$ cat src/rtl/fetch_pkg.sv
// Shared fetch/decode definitions: FSM states, MIPS field positions and widths
// also used by decode and the sign extender.
package fetch_pkg;
   localparam int INSTR_W    = 32;
   localparam int IMM_W      = 16;
   localparam int OPCODE_MSB = 31;
   localparam int OPCODE_LSB = 26;
   localparam int RS_MSB     = 25;
   localparam int RS_LSB     = 21;
   localparam int RT_MSB     = 20;
   localparam int RT_LSB     = 16;
   localparam int RD_MSB     = 15;
   localparam int RD_LSB     = 11;
   localparam int SHAMT_MSB  = 10;
   localparam int SHAMT_LSB  = 6;
   localparam int FUNCT_MSB  = 5;
   localparam int FUNCT_LSB  = 0;

   typedef enum logic [1:0] {
      ST_IDLE,
      ST_REQ,
      ST_WAIT,
      ST_HOLD
   } fetch_state_t;
endpackage

$ cat src/rtl/instr_field_split.sv
// Pure combinational slice of an instruction word into its MIPS fields.
module instr_field_split
   import fetch_pkg::*;
(
   input  logic [INSTR_W-1:0] instr,
   output logic [5:0]         opcode,
   output logic [4:0]         rs,
   output logic [4:0]         rt,
   output logic [4:0]         rd,
   output logic [4:0]         shamt,
   output logic [5:0]         funct,
   output logic [IMM_W-1:0]   imm16
);
   assign opcode = instr[OPCODE_MSB:OPCODE_LSB];
   assign rs     = instr[RS_MSB:RS_LSB];
   assign rt     = instr[RT_MSB:RT_LSB];
   assign rd     = instr[RD_MSB:RD_LSB];
   assign shamt  = instr[SHAMT_MSB:SHAMT_LSB];
   assign funct  = instr[FUNCT_MSB:FUNCT_LSB];
   assign imm16  = instr[IMM_W-1:0];
endmodule

$ cat src/rtl/instr_fetch_unit.sv
// Single-outstanding instruction fetch: owns the PC, runs the req/gnt/rvalid
// handshake and holds the fetched word until the datapath advances.
module instr_fetch_unit
   import fetch_pkg::*;
#(
   parameter logic [31:0] RESET_PC = 32'h0000_0000
) (
   input  logic               clk,
   input  logic               rst_n,
   output logic               imem_req,
   output logic [31:0]        imem_addr,
   input  logic               imem_gnt,
   input  logic               imem_rvalid,
   input  logic [INSTR_W-1:0] imem_rdata,
   input  logic               advance,
   input  logic               branch_taken,
   input  logic [31:0]        branch_target,
   output logic               instr_valid,
   output logic [INSTR_W-1:0] instr,
   output logic [5:0]         opcode,
   output logic [4:0]         rs,
   output logic [4:0]         rt,
   output logic [4:0]         rd,
   output logic [4:0]         shamt,
   output logic [5:0]         funct,
   output logic [IMM_W-1:0]   imm16,
   output logic [31:0]        pc,
   output logic [31:0]        pc_plus4
);
   fetch_state_t state;

   assign pc_plus4  = pc + 32'd4;
   assign imem_addr = pc;

   // imem_req and instr_valid are registered alongside the state so they
   // never glitch with the handshake inputs.
   always_ff @(posedge clk or negedge rst_n) begin
      if (!rst_n) begin
         state       <= ST_IDLE;
         pc          <= RESET_PC;
         instr       <= '0;
         instr_valid <= 1'b0;
         imem_req    <= 1'b0;
      end else begin
         case (state)
            ST_IDLE: begin
               state    <= ST_REQ;
               imem_req <= 1'b1;
            end
            ST_REQ: begin
               if (imem_gnt) begin
                  imem_req <= 1'b0;
                  if (imem_rvalid) begin
                     instr       <= imem_rdata;
                     instr_valid <= 1'b1;
                     state       <= ST_HOLD;
                  end else begin
                     state <= ST_WAIT;
                  end
               end
            end
            ST_WAIT: begin
               if (imem_rvalid) begin
                  instr       <= imem_rdata;
                  instr_valid <= 1'b1;
                  state       <= ST_HOLD;
               end
            end
            ST_HOLD: begin
               if (advance) begin
                  // Low target bits are dropped silently; no misalignment fault.
                  pc          <= branch_taken ? {branch_target[31:2], 2'b00} : pc_plus4;
                  instr_valid <= 1'b0;
                  imem_req    <= 1'b1;
                  state       <= ST_REQ;
               end
            end
            default: begin
               state    <= ST_IDLE;
               imem_req <= 1'b0;
            end
         endcase
      end
   end

   instr_field_split u_split (
      .instr  (instr),
      .opcode (opcode),
      .rs     (rs),
      .rt     (rt),
      .rd     (rd),
      .shamt  (shamt),
      .funct  (funct),
      .imm16  (imm16)
   );
endmodule

$ cat config.mk
export PLATFORM = sky130hd
export DESIGN_NAME = instr_fetch_unit
export DESIGN_NICKNAME = d
export VERILOG_FILES = /design/src/rtl/fetch_pkg.sv /design/src/rtl/instr_field_split.sv /design/src/rtl/instr_fetch_unit.sv
export SDC_FILE = /design/constraint.sdc
export NUM_CORES = 1
export LEC_CHECK = 0
export BUFFER_PORTS_ARGS = -buffer_cell sky130_fd_sc_hd__buf_4
export CAP_MARGIN = 20
export CORE_MARGIN = 2
export CORE_UTILIZATION = 48
export DETAILED_ROUTE_END_ITERATION = 10
export GPL_ROUTABILITY_DRIVEN = 0
export GPL_TIMING_DRIVEN = 1
export PLACE_DENSITY_LB_ADDON = 0.2
export SYNTH_ARGS = -nofsm -noshare
export SYNTH_HDL_FRONTEND = slang
export SYNTH_SLANG_ARGS = --single-unit
export TNS_END_PERCENT = 5
$ cat constraint.sdc
create_clock -name clk -period 7.1 [get_ports clk]
set_input_delay 1.065 -clock clk [delete_from_list [all_inputs] [get_ports clk]]
set_output_delay 1.065 -clock clk [all_outputs]
set_load 0.02 [all_outputs]
; ---- Word level (Yosys, flattened, before mapping)
; Cells that the tools add are included.
[word_totals]
regBits = 68
out_inout_bits = 178
elab_cells = 37
[op_classes]
reduce_logical = 9
n_addsub = 1
muxes = 16
eq_ne = 6
[ops]
columns = op, count
row1 = two-way mux 32 bit, 3
row2 = case mux 32 bit (2 select lines), 1
row3 = "adder 32 x 3 -> 32 bit, second input constant", 1
row4 = AND reduction 3 bit, 3
row5 = case mux 2 bit (4 select lines), 1
row6 = two-way mux 1 bit, 6
row7 = two-way mux 2 bit, 3
row8 = "!= test 2 bit, second input constant", 3
row9 = case mux 1 bit (3 select lines), 2
row10 = nonzero test 3 bit, 2
row11 = "equality test 2 bit, second input constant", 2
row12 = AND reduction 2 bit, 2
row13 = "equality test 2 x 1 -> 1 bit, second input constant", 1
row14 = logical NOT 2 bit, 1
row15 = nonzero test 2 bit, 1

; ---- Depth between registers and ports, before layout
[depth]
ltp_word = 3
depth_mapped = 7
depth_no_buf = 7

; ---- Modules after synthesis
; A second synthesis with hierarchy kept.
[hier_totals]
hier_cells = 455
area_unflattened_um2 = 4276.6
[by_module_without_submodules]
columns = mod, area_per_inst_um2, cells_per_inst, n_inst, seq_area_each_um2
row1 = instr_fetch_unit, 3916.3, 407, 1, 1651.6
row2 = instr_field_split, 360.3, 48, 1, 0.0

; ---- Worst setup path before layout
; OpenSTA, ideal clock, no wires.
[synth_timing]
kind = reg2out
startpoint = reg pc[2] (netlist: imem_addr[2])
endpoint = out pc_plus4[28]
path_slack_ns = 3.775
stages_incl_launch_ff = 7
required_ns = 6.035
arrival_ns = 2.260
cell_sequence = dfrtp_1 > ha_1 > nand3_2 > or3_1 > buf_6 > or4_4 > xnor2_1
[synth_between]
elab_chain_cells = 1
[synth_rtl]
columns = item, line
row1 = from (decl), instr_fetch_unit.sv:27  ; output logic [31:0] pc,
row2 = from (signal assigned), instr_fetch_unit.sv:72  ; pc <= branch_taken ? {branch_target[31:2], 2'b00} : pc_plus4;
row3 = adder 32 x 3 -> 32 bit, instr_fetch_unit.sv:32  ; assign pc_plus4 = pc + 32'd4;
row4 = to (decl), instr_fetch_unit.sv:28  ; output logic [31:0] pc_plus4
; Every way passes these cells.

; ---- Final worst setup path
; Same ends and word-level chain as after synthesis.

==> out/metrics.csv <==
stage,metric,value,unit
setup_path,crit_path_start_kind,flop,
pwr,max_ir_drop_vdd,0.270,mV
floorplanning,row_count,34,
min_path,worstHoldPathCells,2,
clocking,worst_case_clock_buffer_depth,2,
timing,max_freq,270,MHz
floorplanning,floorplan.initialDensity,0.493,
pwr,power.static_leakage,2.74,nW
grt,via_count_of_the_first_global_routing_pass,3428,
clocking,cts_setup_buffers,0,
clocking,cts_repair_resize_count,0,
setup_path,worst_setup_path_end_kind,output port,
yosys,synthDominantAreaCellType,sky130_fd_sc_hd__dfrtp_1,
timing,slew_headroom,0.442,
setup_path,r2r_setup_slack,4470,ps
setup_path,critical_path_arrival,2640,ps
yosys,synth_edf_count,0,
clocking,cts.clk_slew.worst_paths,70,ps
yosys,synthesis.yosys.warnings,0,
drt,detail_route.vias_per_cell,5.27,
drt,vias,3784,
grt,global_route_wire_length_before_repair,17.6,mm
layout,antenna_cells_inserted,0,
setup_path,required,6030,ps
layout,num-fill-cells,726,
clocking,cts_sinks,66,
yosys,ys_async_sr_fraction,1.00,
pwr,post-layout-total-power,3.13,mW
grt,grt_max_degree,67,
timing,worst_path_setup_slack_after_routing,3390,ps
timing,rsz0062_at_grt,no,
yosys,avgSynthCellArea,9.40,µm²
grt,grt_antenna_before_repair,0,
layout,final_nets,680,
pwr,power.density_cell_area,546,nW/µm²
layout,area_grow_syn2layout,34.1,%
yosys,yosysSeqAreaShare,0.386,
place,place.detailed.hpwl,8.57,mm
setup_path,worst_reg2reg_path_endpoint,imem_addr[28]$_DFFE_PN0P_,
grt,groute.usage.overall,0.226,
setup_path,crit_path_category,flop to output port,
grt,globalRoute.totalOverflow,0,
clocking,tritoncts,done,
timing,endpoints_failing_setup,0,
timing,clock_skew,10.5,ps
setup_path,r2r.worst_path.cells,6,
layout,multi_input_comb_area,1850,µm²
drt,dr_drc_count,0,
layout,post_route_cells_drive_above_1_share,0.487,
floorplanning,chipWidth,98.4,µm
timing,worst_slew_pin_slew,838,ps
drt,wl_per_cell,16.2,µm
run_status,outcome,completed,
timing,min_period,3710,ps
timing,timing.final.crit_share,0.522,
yosys,synth_top_cell_area_share,0.386,
clocking,cts_htree_levels,3,
yosys,yosysMostFrequentCell,sky130_fd_sc_hd__buf_4,
setup_path,worstSetupStartpoint,imem_addr[2]$_DFFE_PN0P_,
setup_path,worstPathMaxFanout,10,
flow_run,max_cap_violations,0,
min_path,timing.hold.worst_endpoint,instr_valid$_DFFE_PN0P_,
floorplanning,design.die.area,9680,µm²
clocking,holdBufCountCts,0,
place,port-buffer-count,239,
yosys,yosys_register_bits,66,
drt,detailedRoute.firstPassIterationCount,4,
floorplanning,floorplan.io_pins,248,
clocking,cts_buffers,9,
min_path,hold_wc_startpoint,instr_valid$_DFFE_PN0P_,
yosys,post_synth_inst_count,455,
clocking,clk_root_buffer_cell,sky130_fd_sc_hd__clkbuf_8,
drt,detailed_route_wire_length,11.6,mm
clocking,worst_skew_pair.late_latency,330,ps
yosys,netlist_top_cells_count,"sky130_fd_sc_hd__buf_4, sky130_fd_sc_hd__dfrtp_1, sky130_fd_sc_hd__mux2_2",
place,pre_cts_ws,3740,ps
yosys,synthFlopType,sky130_fd_sc_hd__dfrtp_1,
layout,regArea,1650,µm²
yosys,top_post_synthesis_cells_by_area,"sky130_fd_sc_hd__dfrtp_1, sky130_fd_sc_hd__buf_4, sky130_fd_sc_hd__mux2_2",
drt,first_iter_violations,95,
timing,hold_violations,0,
yosys,synth.cell_area,4280,µm²
drt,detail-route-antenna-nets,0,
floorplanning,die-height,98.4,µm
floorplanning,core_area,8680,µm²
yosys,synth_cell_type_count,46,
timing,fin_setup_tns,0,ps
min_path,min-delay-path-class,flop to flop,
setup_path,regToRegStartpoint,imem_addr[2]$_DFFE_PN0P_,
timing,max_transition_viols_final,0,
==> power by group <==
group	switching [mW]	total, mW	internal, mW
logic	1.09	1.98	0.891
registers	0.264	0.828	0.564
clock network	0.140	0.321	0.181
total	1.49	3.13	1.64
==> layout make-up <==
type,instances,share of cell area
Timing Repair Buffer,243,0.319
Multi-Input combinational cell,270,0.323
Inverter,15,0.00982
Sequential cell,66,0.288
Tap cell,108,0.0236
Clock buffer,12,0.0271
Clock inverter,4,0.00873
==> placed cells by master, fill, tap and decap left out, types with 5 or more instances in the layout <==
| cell | n |
|---|---|
| sky130_fd_sc_hd__a2bb2oi_1 | 5 |
| sky130_fd_sc_hd__xor2_1 | 11 |
| sky130_fd_sc_hd__o22ai_1 | 6 |
| sky130_fd_sc_hd__clkbuf_8 | 11 |
| sky130_fd_sc_hd__or3_1 | 5 |
| sky130_fd_sc_hd__a21oi_1 | 23 |
| sky130_fd_sc_hd__nor4_1 | 5 |
| sky130_fd_sc_hd__dfrtp_1 | 66 |
| sky130_fd_sc_hd__xnor2_1 | 17 |
| sky130_fd_sc_hd__nor3_1 | 10 |
| sky130_fd_sc_hd__nand2_1 | 27 |
| sky130_fd_sc_hd__mux2_2 | 32 |
| sky130_fd_sc_hd__buf_4 | 242 |
| sky130_fd_sc_hd__o21ai_0 | 20 |
| sky130_fd_sc_hd__a31oi_1 | 5 |
| sky130_fd_sc_hd__nand4_1 | 5 |
| sky130_fd_sc_hd__and3_1 | 12 |
| sky130_fd_sc_hd__ha_1 | 5 |
| sky130_fd_sc_hd__nand3_1 | 15 |
| sky130_fd_sc_hd__nor2_1 | 15 |
| sky130_fd_sc_hd__a22oi_1 | 5 |
| sky130_fd_sc_hd__inv_1 | 15 |
| sky130_fd_sc_hd__conb_1 | 6 |
==> sequential cells by signal, summed over array words and instances (netlist names) <==
register / count
instr: 32
imem_addr: 30
state: 2
instr_valid: 1
imem_req: 1
==> cells by family (layout without fill, tap and decap cells) <==
group,count (synthesis),in the layout,synth area share
AOI/OAI and AO/OA,86,86,0.129
adders and majority gates,5,5,0.0146
other,1,6,0.000877
and+or+nand+nor,109,109,0.134
DFF,66,66,0.386
xor gates and xnor gates,28,28,0.0573
buffers and inverters,124,274,0.185
muxes,36,36,0.0936
==> metal layers <==
metal	global-route usage	share of wire	vias up
li1	-	-	1809
met1	0.267	0.38	1807
met2	0.416	0.54	158
met3	0.0458	0.075	10
met4	0.0580	0.0095	0
met5	0	0	-
==> worst max-delay path by stage <==
stage	endpoint	slack, ps	cells after the start
after global placement	pc_plus4[28]	3730	6
after CTS	pc_plus4[24]	3350	6
after global routing	pc_plus4[24]	3160	6
final	pc_plus4[28]	3390	6
after detailed placement	pc_plus4[24]	3740	6
after floorplan	pc_plus4[28]	3770	6
==> worst max-delay path: stages (launching register included) <==
cell and delay, ps:
sky130_fd_sc_hd__dfrtp_1 480, sky130_fd_sc_hd__ha_1 240, sky130_fd_sc_hd__nand3_2 160, sky130_fd_sc_hd__or3_1 550, sky130_fd_sc_hd__or4_4 570, sky130_fd_sc_hd__xnor2_1 150
sky130_fd_sc_hd__buf_4 160
==> stage by stage <==
| stage | hold slack [ps] | area [µm²] | util | instances |
|---|---|---|---|---|
| final | 538 | 5730 | 0.661 | 718 |
| after global routing | 572 | 5730 | 0.661 | 718 |
| after CTS | 541 | 5720 | 0.659 | 717 |
| after detailed placement | 522 | 5510 | 0.635 | 701 |
| after global placement | 498 | 5510 | 0.635 | 701 |
| after floorplan | 528 | 4300 | - | 460 |
Note: power is estimated with default switching activity, not from simulation.
